--- src/rtl/mult_div_unit_pkg.sv ---
// Shared op codes, FSM states and word size for the HI/LO multiply/divide unit.
package mult_div_unit_pkg;

    localparam int unsigned WORD_SIZE = 32;

    typedef enum logic [2:0] {
        MD_MULT  = 3'b000,
        MD_MULTU = 3'b001,
        MD_DIV   = 3'b010,
        MD_DIVU  = 3'b011,
        MD_MTHI  = 3'b100,
        MD_MTLO  = 3'b101
    } md_op_e;

    typedef enum logic [1:0] {
        IDLE = 2'b00,
        RUN  = 2'b01,
        FIX  = 2'b10
    } md_state_e;

    function automatic logic md_is_signed(input md_op_e f_op);
        return (f_op == MD_MULT) || (f_op == MD_DIV);
    endfunction

endpackage

--- src/rtl/md_sign_fix.sv ---
// Magnitude extraction of operands at launch and sign restoration of the
// unsigned iterative result at writeback.
module md_sign_fix #(
    parameter int unsigned WIDTH = 32
) (
    input  logic             i_signed,
    input  logic [WIDTH-1:0] i_a,
    input  logic [WIDTH-1:0] i_b,
    output logic [WIDTH-1:0] o_abs_a,
    output logic [WIDTH-1:0] o_abs_b,
    output logic             o_neg_a,
    output logic             o_neg_b,
    input  logic             i_is_mul,
    input  logic             i_neg_hi,
    input  logic             i_neg_lo,
    input  logic [WIDTH-1:0] i_raw_hi,
    input  logic [WIDTH-1:0] i_raw_lo,
    output logic [WIDTH-1:0] o_hi,
    output logic [WIDTH-1:0] o_lo
);

    logic [2*WIDTH-1:0] w_prod;
    logic [2*WIDTH-1:0] w_prod_neg;

    always_comb begin
        o_neg_a = i_signed & i_a[WIDTH-1];
        o_neg_b = i_signed & i_b[WIDTH-1];
        o_abs_a = o_neg_a ? ('0 - i_a) : i_a;
        o_abs_b = o_neg_b ? ('0 - i_b) : i_b;

        w_prod     = {i_raw_hi, i_raw_lo};
        w_prod_neg = '0 - w_prod;

        // Product negates as one 2*WIDTH value; quotient and remainder independently.
        if (i_is_mul) begin
            o_hi = i_neg_lo ? w_prod_neg[2*WIDTH-1:WIDTH] : i_raw_hi;
            o_lo = i_neg_lo ? w_prod_neg[WIDTH-1:0]       : i_raw_lo;
        end else begin
            o_hi = i_neg_hi ? ('0 - i_raw_hi) : i_raw_hi;
            o_lo = i_neg_lo ? ('0 - i_raw_lo) : i_raw_lo;
        end
    end

endmodule

--- src/rtl/mult_div_unit.sv ---
// Iterative HI/LO multiply/divide unit: one shift-add or restoring
// subtract-shift step per cycle, sign handled outside the iteration.
import mult_div_unit_pkg::*;

module mult_div_unit #(
    parameter int unsigned WIDTH = WORD_SIZE
) (
    input  logic             clk,
    input  logic             rst,
    input  logic             start,
    input  logic [2:0]       op,
    input  logic [WIDTH-1:0] src_a,
    input  logic [WIDTH-1:0] src_b,
    input  logic             flush,
    output logic             busy,
    output logic             done,
    output logic [WIDTH-1:0] hi,
    output logic [WIDTH-1:0] lo
);

    localparam int unsigned CW = (WIDTH > 1) ? $clog2(WIDTH) : 1;

    md_state_e        r_state;
    logic [CW-1:0]    r_count;
    logic [WIDTH-1:0] r_acc;
    logic [WIDTH-1:0] r_q;
    logic [WIDTH-1:0] r_m;
    logic             r_is_mul;
    logic             r_neg_hi;
    logic             r_neg_lo;

    md_op_e           w_op;
    logic             w_signed;
    logic [WIDTH-1:0] w_abs_a;
    logic [WIDTH-1:0] w_abs_b;
    logic             w_neg_a;
    logic             w_neg_b;
    logic [WIDTH-1:0] w_fix_hi;
    logic [WIDTH-1:0] w_fix_lo;
    logic [WIDTH:0]   w_sum;
    logic [WIDTH:0]   w_shift;
    logic [WIDTH:0]   w_diff;
    logic [WIDTH-1:0] w_next_acc;
    logic [WIDTH-1:0] w_next_q;

    assign w_op     = md_op_e'(op);
    assign w_signed = md_is_signed(w_op);

    md_sign_fix #(.WIDTH(WIDTH)) u_sign_fix (
        .i_signed (w_signed),
        .i_a      (src_a),
        .i_b      (src_b),
        .o_abs_a  (w_abs_a),
        .o_abs_b  (w_abs_b),
        .o_neg_a  (w_neg_a),
        .o_neg_b  (w_neg_b),
        .i_is_mul (r_is_mul),
        .i_neg_hi (r_neg_hi),
        .i_neg_lo (r_neg_lo),
        .i_raw_hi (r_acc),
        .i_raw_lo (r_q),
        .o_hi     (w_fix_hi),
        .o_lo     (w_fix_lo)
    );

    always_comb begin
        w_sum   = {1'b0, r_acc} + (r_q[0] ? {1'b0, r_m} : '0);
        w_shift = {r_acc, r_q[WIDTH-1]};
        w_diff  = w_shift - {1'b0, r_m};
        if (r_is_mul) begin
            w_next_acc = w_sum[WIDTH:1];
            w_next_q   = {w_sum[0], r_q[WIDTH-1:1]};
        end else if (!w_diff[WIDTH]) begin
            w_next_acc = w_diff[WIDTH-1:0];
            w_next_q   = {r_q[WIDTH-2:0], 1'b1};
        end else begin
            w_next_acc = w_shift[WIDTH-1:0];
            w_next_q   = {r_q[WIDTH-2:0], 1'b0};
        end
    end

    always_ff @(posedge clk or posedge rst) begin
        if (rst) begin
            r_state  <= IDLE;
            r_count  <= '0;
            r_acc    <= '0;
            r_q      <= '0;
            r_m      <= '0;
            r_is_mul <= 1'b0;
            r_neg_hi <= 1'b0;
            r_neg_lo <= 1'b0;
            busy     <= 1'b0;
            done     <= 1'b0;
            hi       <= '0;
            lo       <= '0;
        end else begin
            done <= 1'b0;
            case (r_state)
                IDLE: begin
                    if (start && !flush) begin
                        case (w_op)
                            MD_MTHI: hi <= src_a;
                            MD_MTLO: lo <= src_a;
                            MD_MULT, MD_MULTU: begin
                                r_acc    <= '0;
                                r_m      <= w_abs_a;
                                r_q      <= w_abs_b;
                                r_is_mul <= 1'b1;
                                r_neg_hi <= 1'b0;
                                r_neg_lo <= w_neg_a ^ w_neg_b;
                                r_count  <= '0;
                                busy     <= 1'b1;
                                r_state  <= RUN;
                            end
                            MD_DIV, MD_DIVU: begin
                                r_acc    <= '0;
                                r_m      <= w_abs_b;
                                r_q      <= w_abs_a;
                                r_is_mul <= 1'b0;
                                r_neg_hi <= w_neg_a;
                                // A zero divisor leaves an all-ones quotient that must not be negated.
                                r_neg_lo <= (w_neg_a ^ w_neg_b) && (src_b != '0);
                                r_count  <= '0;
                                busy     <= 1'b1;
                                r_state  <= RUN;
                            end
                            default: ;
                        endcase
                    end
                end
                RUN: begin
                    if (flush) begin
                        busy    <= 1'b0;
                        r_state <= IDLE;
                    end else begin
                        r_acc   <= w_next_acc;
                        r_q     <= w_next_q;
                        r_count <= r_count + CW'(1);
                        if (r_count == CW'(WIDTH - 1)) begin
                            r_state <= FIX;
                        end
                    end
                end
                FIX: begin
                    busy    <= 1'b0;
                    r_state <= IDLE;
                    if (!flush) begin
                        hi   <= w_fix_hi;
                        lo   <= w_fix_lo;
                        done <= 1'b1;
                    end
                end
                default: begin
                    busy    <= 1'b0;
                    r_state <= IDLE;
                end
            endcase
        end
    end

endmodule
--- config.mk ---
export PLATFORM = sky130hd
export DESIGN_NAME = mult_div_unit
export DESIGN_NICKNAME = d
export VERILOG_FILES = /design/src/rtl/mult_div_unit_pkg.sv /design/src/rtl/md_sign_fix.sv /design/src/rtl/mult_div_unit.sv
export SDC_FILE = /design/constraint.sdc
export NUM_CORES = 1
export LEC_CHECK = 0
export CELL_PAD_IN_SITES_DETAIL_PLACEMENT = 0
export CELL_PAD_IN_SITES_GLOBAL_PLACEMENT = 1
export CORE_MARGIN = 4
export CORE_UTILIZATION = 41
export CTS_BUF_LIST = sky130_fd_sc_hd__clkbuf_4 sky130_fd_sc_hd__clkbuf_8
export DETAILED_ROUTE_END_ITERATION = 10
export PLACE_DENSITY = 0.84
export SLEW_MARGIN = 40
export SYNTH_ARGS = -nofsm -noshare
export SYNTH_HDL_FRONTEND = slang
export SYNTH_SLANG_ARGS = --single-unit
--- constraint.sdc ---
create_clock -name clk -period 5.5 [get_ports clk]
set_input_delay 1.1 -clock clk [delete_from_list [all_inputs] [get_ports clk]]
set_output_delay 1.1 -clock clk [all_outputs]
set_load 0.03 [all_outputs]
---- After elaboration in Yosys (flattened, before gate mapping) ----
Index checks and enable logic that the tools add are counted.
word-level totals
  register bits ........................... 172
  bits in read-only memories .............. 0
  memories ................................ 0
  latch bits .............................. 0
  bits in writable memories ............... 0
  output and inout port bits .............. 66
operators by class
  equal/unequal tests ..................... 17
  $mul .................................... 0
  shifts and indexed selects .............. 0
  $add $sub $neg .......................... 8
  bitwise operators ....................... 3
  reduce and logical (&&, ||, !) cells .... 20
  div/mod/pow operators ................... 0
  $lt $le $gt $ge ......................... 0
  muxes and demuxes ....................... 48
operators by type and width
  operator                                             count
  two-way mux 32 bit                                   23
  one-hot mux 32 bit (2 select lines)                  6
  subtractor 1 x 32 -> 32 bit, first input constant    4
  subtractor 1 x 64 -> 64 bit, first input constant    1
  adder 32 x 32 -> 33 bit                              1
  subtractor 33 x 32 -> 33 bit                         1
  nonzero test 32 bit                                  1
  AND reduction 4 bit                                  4
  two-way mux 5 bit                                    3
  != test 2 bit, second input constant                 5
  one-hot mux 5 bit (2 select lines)                   1
  AND reduction 3 bit                                  3
  two-way mux 2 bit                                    4
  one-hot mux 1 bit (2 select lines)                   4
  equality test 3 x 2 -> 1 bit, second input constant  2
  equality test 3 bit, second input constant           2
  two-way mux 1 bit                                    6
  nonzero test 2 bit                                   3
  adder 5 x 1 -> 5 bit, second input constant          1
  equality test 5 bit, second input constant           1
  != test 2 x 1 -> 1 bit, second input constant        2
  one-hot mux 2 bit (2 select lines)                   1
  OR reduction 2 bit                                   2
  OR reduction 4 bit                                   1
  other kinds (12)                                     14

---- Longest topological paths before layout ----
Gate-level depths: netlist of run 1.
  depth after elaboration ................. 7
  depth in mapped cells ................... 14
  depth with buffers taken out ............ 13

---- Hierarchy ----
From an unflattened synthesis of run 1, not the netlist that was laid out.
second synthesis, totals
  cell total of the unflattened synthesis .. 2011
  area, all modules ....................... 15195.8 sq um
modules (own cells, without submodules)
  module         cells an instance  area an instance (sq um)  times used
  mult_div_unit  1559               12244.2                   1
  md_sign_fix    452                2951.6                    1

---- Worst setup path before layout of run 1 ----
Ideal clock, no wire load.
  path type ............................... reg-to-reg
  from .................................... reg r_q[31]
  to ...................................... reg r_acc[16]
  setup slack ............................. 2.023 ns
  cell stages (with the launch flop) ...... 15
  data arrival time ....................... 3.351 ns
  library setup time ...................... 0.126 ns
  cells stage by stage .................... dfrtp_1 clkbuf_1 inv_1 ha_1 fa_1 nand2b_1 a21oi_1 o21bai_1 o211ai_1 a21oi_1 o211ai_1 clkbuf_1 mux2i_1 nor2_1 a221o_1
on the way
  cells in the longest elaborated chain, start to end .. 5
ends and longest elaborated chain
  element                              RTL line              source
  from (decl)                          mult_div_unit.sv:26   logic [WIDTH-1:0] r_q;
  from (signal assigned)               mult_div_unit.sv:107  r_q <= w_abs_b;
  from (signal assigned)               mult_div_unit.sv:118  r_q <= w_abs_a;
  from (signal assigned)               mult_div_unit.sv:137  r_q <= w_next_q;
  subtractor 33 x 32 -> 33 bit         mult_div_unit.sv:69   w_diff = w_shift - {1'b0, r_m};
  two-way mux 32 bit                   mult_div_unit.sv:73   end else if (!w_diff[WIDTH]) begin
  two-way mux 32 bit                   mult_div_unit.sv:70   if (r_is_mul) begin
  two-way mux 32 bit                   mult_div_unit.sv:132  if (flush) begin
  one-hot mux 32 bit (2 select lines)  mult_div_unit.sv:98   case (r_state)
  to (signal assigned)                 mult_div_unit.sv:136  r_acc <= w_next_acc;
  to (decl)                            mult_div_unit.sv:25   logic [WIDTH-1:0] r_acc;
No other way between the ends. The select of a mux whose other input is x is not followed.
A chain may end at the register's enable or synchronous reset.

---- Worst setup path in the final report of run 1 ----
  from .................................... reg r_q[0]
  to ...................................... reg r_acc[31]
on the way
  cells in the longest elaborated chain, start to end .. 5
ends and longest elaborated chain
  element                              RTL line              source
  two-way mux 32 bit                   mult_div_unit.sv:67   w_sum = {1'b0, r_acc} + (r_q[0] ? {1'b0, r_m} : '0);
  adder 32 x 32 -> 33 bit              mult_div_unit.sv:67
  two-way mux 32 bit                   mult_div_unit.sv:70
  two-way mux 32 bit                   mult_div_unit.sv:132
  one-hot mux 32 bit (2 select lines)  mult_div_unit.sv:98
No other way between the ends. The select of a mux whose other input is x is not followed.

==> impl_metrics.env, run 1 <==
export IMPL_num_rows=69
export IMPL_ctsRootBufferMaster="clkbuf_8"
export IMPL_fin_crit_sh=0.742
export IMPL_worst_slew_pin_slew_ps=843
export IMPL_dr_pass1_iters=6
export IMPL_synth_top_cell_area_share=0.290
export IMPL_finalWorstSetupSlack_ps=1420
export IMPL_relSlewSlack=0.438
export IMPL_synthCells=1930
export IMPL_antenna_found_initial=0
export IMPL_critical_path_required_ps=5880
export IMPL_insertion_delay_ps=500
export IMPL_grt_max_degree=114
export IMPL_syn_area_per_cell_um2=7.70
export IMPL_diodes=0
export IMPL_switchingPower_w=0.00340
export IMPL_numCtsBuffers=17
export IMPL_end_kind="flip-flop"
export IMPL_dp_hpwl_mm=41.9
export IMPL_synth_area_leaders="dfrtp_1 29%, nand2_1 6.2%, a21oi_1 6.1%, ha_1 5.9%, o21ai_0 5.7%"
export IMPL_rsz0062_at_grt="no"
export IMPL_ys_types=74
export IMPL_die_h_um=198
export IMPL_crit_path_max_fanout=19
export IMPL_ys_flop_type="dfrtp_1"
export IMPL_antenna_left=0
export IMPL_grt_pass1_vias=13781
export IMPL_timing_fmax_ghz=0.245
export IMPL_internal_power_w=0.00354
export IMPL_finalPower_w=0.00694
export IMPL_cp_common_cell="inv_1"
export IMPL_path_class="flip-flop to flip-flop"
export IMPL_cts_sinks=172
export IMPL_hold_slack_ps=487
export IMPL_sw_frac_of_total=0.490
export IMPL_yosysMostFrequentCell="nand2_1"
export IMPL_pre_cts_ws_ps=1080
export IMPL_drc_errors=0
export IMPL_crit_buf_inv=3
export IMPL_grt_usage=0.270
export IMPL_startpoint_type="flip-flop"
export IMPL_place_congestion=0.942
export IMPL_slew_viol_final=0
export IMPL_max_cap_violations=0
export IMPL_path_clk_slew_ps=100
export IMPL_slowest_delay_ps=690
export IMPL_powerDensity_nw_per_um2=406
export IMPL_slowest_stage="a2111oi_0"
export IMPL_power_leakage_nw=7.23
export IMPL_ys_ff_latch=172
export IMPL_synthArstFlopShare=1.00
export IMPL_path_cells="inv_1 -> buf_4 -> nor2_1 -> ha_1 -> a2111oi_0 -> inv_1 -> o21ai_0 -> a21oi_1 -> o2111ai_1 -> a41oi_1 -> a21o_1 -> a211o_1 -> a32o_1"
export IMPL_fin_skew_ps=24.4
export IMPL_ys_warn_count=0
export IMPL_die_w_um=198
export IMPL_wl_per_cell_um=22.2
export IMPL_die_area_um2=39400
export IMPL_yosys_area_top_type="dfrtp_1"
export IMPL_finalSetupViolations=0
export IMPL_ir_drop_v=0.000160
export IMPL_syn_nets=2073
export IMPL_finalHoldViolations=0
export IMPL_portBuffers=136
export IMPL_synth_edf_count=0
export IMPL_ys_seq_area_frac=0.290
export IMPL_fin_tns_setup_ps=0
export IMPL_io_pins=137
export IMPL_cts_buffer_depth=2
export IMPL_drt_vias_per_instance=6.12
export IMPL_cts_tree="built"
export IMPL_cts_resized=0
export IMPL_grt_pass1_wl_mm=82.7
export IMPL_status="finished clean"
export IMPL_initialDrtViolationCount=1459
export IMPL_fin_nets=2137
export IMPL_cts_hold_buf=0
export IMPL_power_frac_clock=0.143
export IMPL_core_area_um2=35700
export IMPL_arrival_ps=4460
export IMPL_cts_max_level=4
export IMPL_floorplan_initialDensity=0.417
export IMPL_post_cts_setup_buffer_count=0
export IMPL_pwr_share_comb=0.552
export IMPL_syn_to_final_growth_pct=14.8
export IMPL_synth_area_um2=14900
export IMPL_gr_total_overflow=0
export IMPL_drt_total_wl_mm=54.7
export IMPL_synth_common_cells="245 x nand2_1, 189 x nor2_1, 182 x a21oi_1"
export IMPL_pwr_share_seq=0.305
export IMPL_hp_class="flip-flop to flip-flop"
export IMPL_via_count=15097
export IMPL_period_minus_slack_ps=4080
export IMPL_drive_above_1_share=0.0498
export IMPL_critical_path_top_delay_family="compound AO/OA/AOI/OAI gates"
[cell type report]
cell class	instances	area (µm²)
Multi-Input combinational cell	1581	9940
Tap cell	461	577
Sequential cell	172	4310
Inverter	58	221
Fill cell	3540	18600
Timing Repair Buffer	164	1600
Clock buffer	17	234
Clock inverter	15	195
[sequential cells by signal, summed over array words and instances (netlist names), 2 cells and up]
name	flops
hi	32
lo	32
r_acc	32
r_m	32
r_q	32
r_count	5
r_state	2
[cells by family (layout without fill, tap and decap cells)]
| logic type | after synthesis | after routing | synth area share |
|---|---|---|---|
| flops | 172 | 172 | 0.290 |
| xor+xnor | 168 | 168 | 0.0990 |
| fa+ha+maj | 72 | 72 | 0.0616 |
| mux | 47 | 47 | 0.0323 |
| compound gates | 626 | 626 | 0.264 |
| simple gates | 668 | 668 | 0.208 |
| buf+inv | 177 | 254 | 0.0460 |
[power by group through the flow]
stage	logic, W	registers, W	clock network (W)
2_1_floorplan	0.00260	0.00208	0
3_5_place_dp	0.00377	0.00211	0
4_1_cts	0.00379	0.00208	0.00100
6_report	0.00383	0.00211	0.000994
3_3_place_gp	0.00372	0.00210	0
5_1_grt	0.00421	0.00215	0.00106
[layout by cell type (no fill, tap or decap), drive strengths merged, types with 37 or more instances in the layout]
| master | count |
|---|---|
| mux2i | 39 |
| xor2 | 76 |
| clkdlybuf4s50 | 136 |
| nor2 | 190 |
| nor3 | 37 |
| ha | 70 |
| dfrtp | 172 |
| inv | 64 |
| a21oi | 182 |
| xnor2 | 92 |
| nand2 | 245 |
| o21ai | 181 |
| o211ai | 39 |
[worst reg2reg max path: stages (launching register included)]
cell and delay, ps:
dfrtp_1 470, inv_1 90, buf_4 240, nor2_1 80
ha_1 360, a2111oi_0 690, inv_1 80, o21ai_0 420
a21oi_1 270, o2111ai_1 320, a41oi_1 210, a21o_1 230
a211o_1 280, a32o_1 240
[worst paths after layout]
kind	start	to	slack (ps)	depth (start not counted)
setup / recovery	r_q[0]	r_acc[31]	1420	13
hold / removal	hi[9]	hi[9]	490	2
setup reg to reg	r_q[0]	r_acc[31]	1420	13
hold reg to reg	hi[9]	hi[9]	490	2
max in group asynchronous	rst	r_m[18]	3830	3
min in group asynchronous	rst	done	1130	3
[routing by layer]
metal	routed length, µm	vias to the layer above	GRT usage
li1	-	7073	-
met1	25000	7220	0.399
met2	22700	698	0.391
met3	4160	106	0.0357
met4	2800	0	0.121
met5	0	-	0
[through the flow]
stage / utilization / cells / area (µm²)
after floorplan: - / 1930 / 14900
after global placement: 0.466 / 2435 / 16600
after detailed placement: 0.466 / 2436 / 16600
after CTS: 0.478 / 2468 / 17100
after global routing: 0.479 / 2468 / 17100
final: 0.479 / 2468 / 17100
No activity file was read; power rests on OpenSTA's default activity.
==> run 2, diff against run 1 <==
clock period = 3.5 ns   (was 5.5 ns; I/O delays follow)
==> run 2 against run 1 <==
Compared with the run above: sequential share of layout area shrank 1.4 points; via count is 4.2% higher; sequential power grew 40%; clock power rose by 50%; flip-flop and latch count is the same; global-route usage increased by 1.1 points; critical path depth fell by 5; register-to-register slack worse by 1300 ps; first-iteration DRC count grew 13%; non-clock buffer count rose by 130; worst setup slack got worse by 1300 ps.
==> impl_metrics.env, run 2 (synthesized netlist as in run 1, its figures left out) <==
export IMPL_grt_pass1_vias=14607
export IMPL_finalHoldViolations=0
export IMPL_numCtsBuffers=17
export IMPL_cts_max_level=4
export IMPL_syn_to_final_growth_pct=21.7
export IMPL_critical_path_required_ps=3860
export IMPL_dp_hpwl_mm=44.5
export IMPL_cts_buffer_depth=2
export IMPL_grt_max_degree=83
export IMPL_diodes=0
export IMPL_path_clk_slew_ps=120
export IMPL_die_w_um=198
export IMPL_slowest_delay_ps=650
export IMPL_antenna_found_initial=0
export IMPL_worst_slew_pin_slew_ps=698
export IMPL_insertion_delay_ps=500
export IMPL_wl_per_cell_um=21.9
export IMPL_timing_fmax_ghz=0.295
export IMPL_die_area_um2=39400
export IMPL_drc_errors=0
export IMPL_period_minus_slack_ps=3390
export IMPL_floorplan_initialDensity=0.417
export IMPL_end_kind="flip-flop"
export IMPL_relSlewSlack=0.535
export IMPL_power_frac_clock=0.131
export IMPL_gr_total_overflow=0
export IMPL_fin_skew_ps=27.3
export IMPL_ctsRootBufferMaster="clkbuf_8"
export IMPL_die_h_um=198
export IMPL_cts_hold_buf=0
export IMPL_core_area_um2=35700
export IMPL_cts_tree="built"
export IMPL_dr_pass1_iters=9
export IMPL_antenna_left=0
export IMPL_startpoint_type="flip-flop"
export IMPL_final_cell_mix="245 x nand2_1, 187 x nor2_1, 180 x a21oi_1"
export IMPL_ir_drop_v=0.000255
export IMPL_num_rows=69
export IMPL_via_count=15732
export IMPL_drt_total_wl_mm=57.0
export IMPL_cts_sinks=172
export IMPL_path_cells="or4_1 -> or3_1 -> or4_1 -> o21ai_2 -> a31oi_1 -> o31ai_1 -> xor2_1 -> o221ai_1"
export IMPL_power_leakage_nw=7.87
export IMPL_grt_usage=0.280
export IMPL_slowest_stage="or4_1"
export IMPL_cp_common_cell="or4_1"
export IMPL_pwr_share_seq=0.260
export IMPL_crit_path_max_fanout=5
export IMPL_place_congestion=0.937
export IMPL_drt_vias_per_instance=6.06
export IMPL_sw_frac_of_total=0.482
export IMPL_drive_above_1_share=0.109
export IMPL_arrival_ps=3740
export IMPL_hp_class="input port to async pin"
export IMPL_switchingPower_w=0.00549
export IMPL_powerDensity_nw_per_um2=630
export IMPL_fin_tns_setup_ps=0
export IMPL_finalSetupViolations=0
export IMPL_io_pins=137
export IMPL_fin_crit_sh=0.968
export IMPL_internal_power_w=0.00590
export IMPL_slew_viol_final=0
export IMPL_initialDrtViolationCount=1652
export IMPL_fin_nets=2267
export IMPL_path_class="flip-flop to flip-flop"
export IMPL_pwr_share_comb=0.609
export IMPL_max_cap_violations=0
export IMPL_final_common_cell="nand2_1"
export IMPL_hold_slack_ps=479
export IMPL_nFillCells=3464
export IMPL_portBuffers=136
export IMPL_grt_pass1_wl_mm=85.6
export IMPL_status="finished clean"
[run 2: power groups by stage]
stage	registers (W)	logic, W	clock network, W
floorplan	0.00327	0.00408	0
global placement	0.00296	0.00668	0
detailed placement	0.00298	0.00678	0
CTS	0.00294	0.00681	0.00151
global route	0.00301	0.00755	0.00157
finish	0.00296	0.00694	0.00149
[run 2: layout make-up]
class / instances / area [µm²] / share of cell area
Inverter: 58 / 221 / 0.0122
Tap cell: 461 / 577 / 0.0319
Multi-Input combinational cell: 1581 / 9950 / 0.550
Timing Repair Buffer: 294 / 2640 / 0.146
Sequential cell: 172 / 4310 / 0.238
Clock inverter: 14 / 148 / 0.00816
Clock buffer: 18 / 248 / 0.0137
[run 2: routing by layer]
| layer | GRT usage | vias up | part of all wire |
|---|---|---|---|
| li1 | - | 7338 | - |
| met1 | 0.399 | 7534 | 0.44 |
| met2 | 0.426 | 761 | 0.43 |
| met3 | 0.0466 | 99 | 0.088 |
| met4 | 0.114 | 0 | 0.044 |
| met5 | 0 | - | 0 |
[run 2: critical path: cells and delay by family, from the launching register on]
family	cells	cell delay, ps
and+or+nand+nor	3	1680
AOI/OAI and AO/OA	4	890
xor gates and xnor gates	1	300
DFF	1	390
[run 2: path summary, 6_finish.rpt]
kind / to / cells past startpoint / slack (ps) / from
min in group clk: lo[21] / 2 / 490 / lo[21]
worst min-delay path: hi[12] / 2 / 480 / rst
max in group asynchronous: r_q[0] / 3 / 2260 / rst
worst max-delay path: hi[31] / 8 / 110 / r_q[16]
worst max register to register: hi[31] / 8 / 110 / r_q[16]
worst min register to register: lo[21] / 2 / 490 / lo[21]
[run 2: per-stage QoR]
stage | std cells | instance area [µm²] | setup slack (ps) | utilization | power (W)
detailed placement | 2565 | 17700 | -45.9 | 0.495 | 0.00976
finish | 2598 | 18100 | 112 | 0.507 | 0.0114
CTS | 2597 | 18100 | 77.5 | 0.506 | 0.0113
floorplan | 1930 | 14900 | 22.8 | - | 0.00735
global route | 2598 | 18100 | -11.5 | 0.507 | 0.0121
global placement | 2565 | 17700 | -15.5 | 0.495 | 0.00965
[run 2: what timing repair did]
item                                    4_1_cts  5_1_grt
gates resized for setup                       0       10
buffers inserted                              0        1
endpoints found under the setup margin        0       20
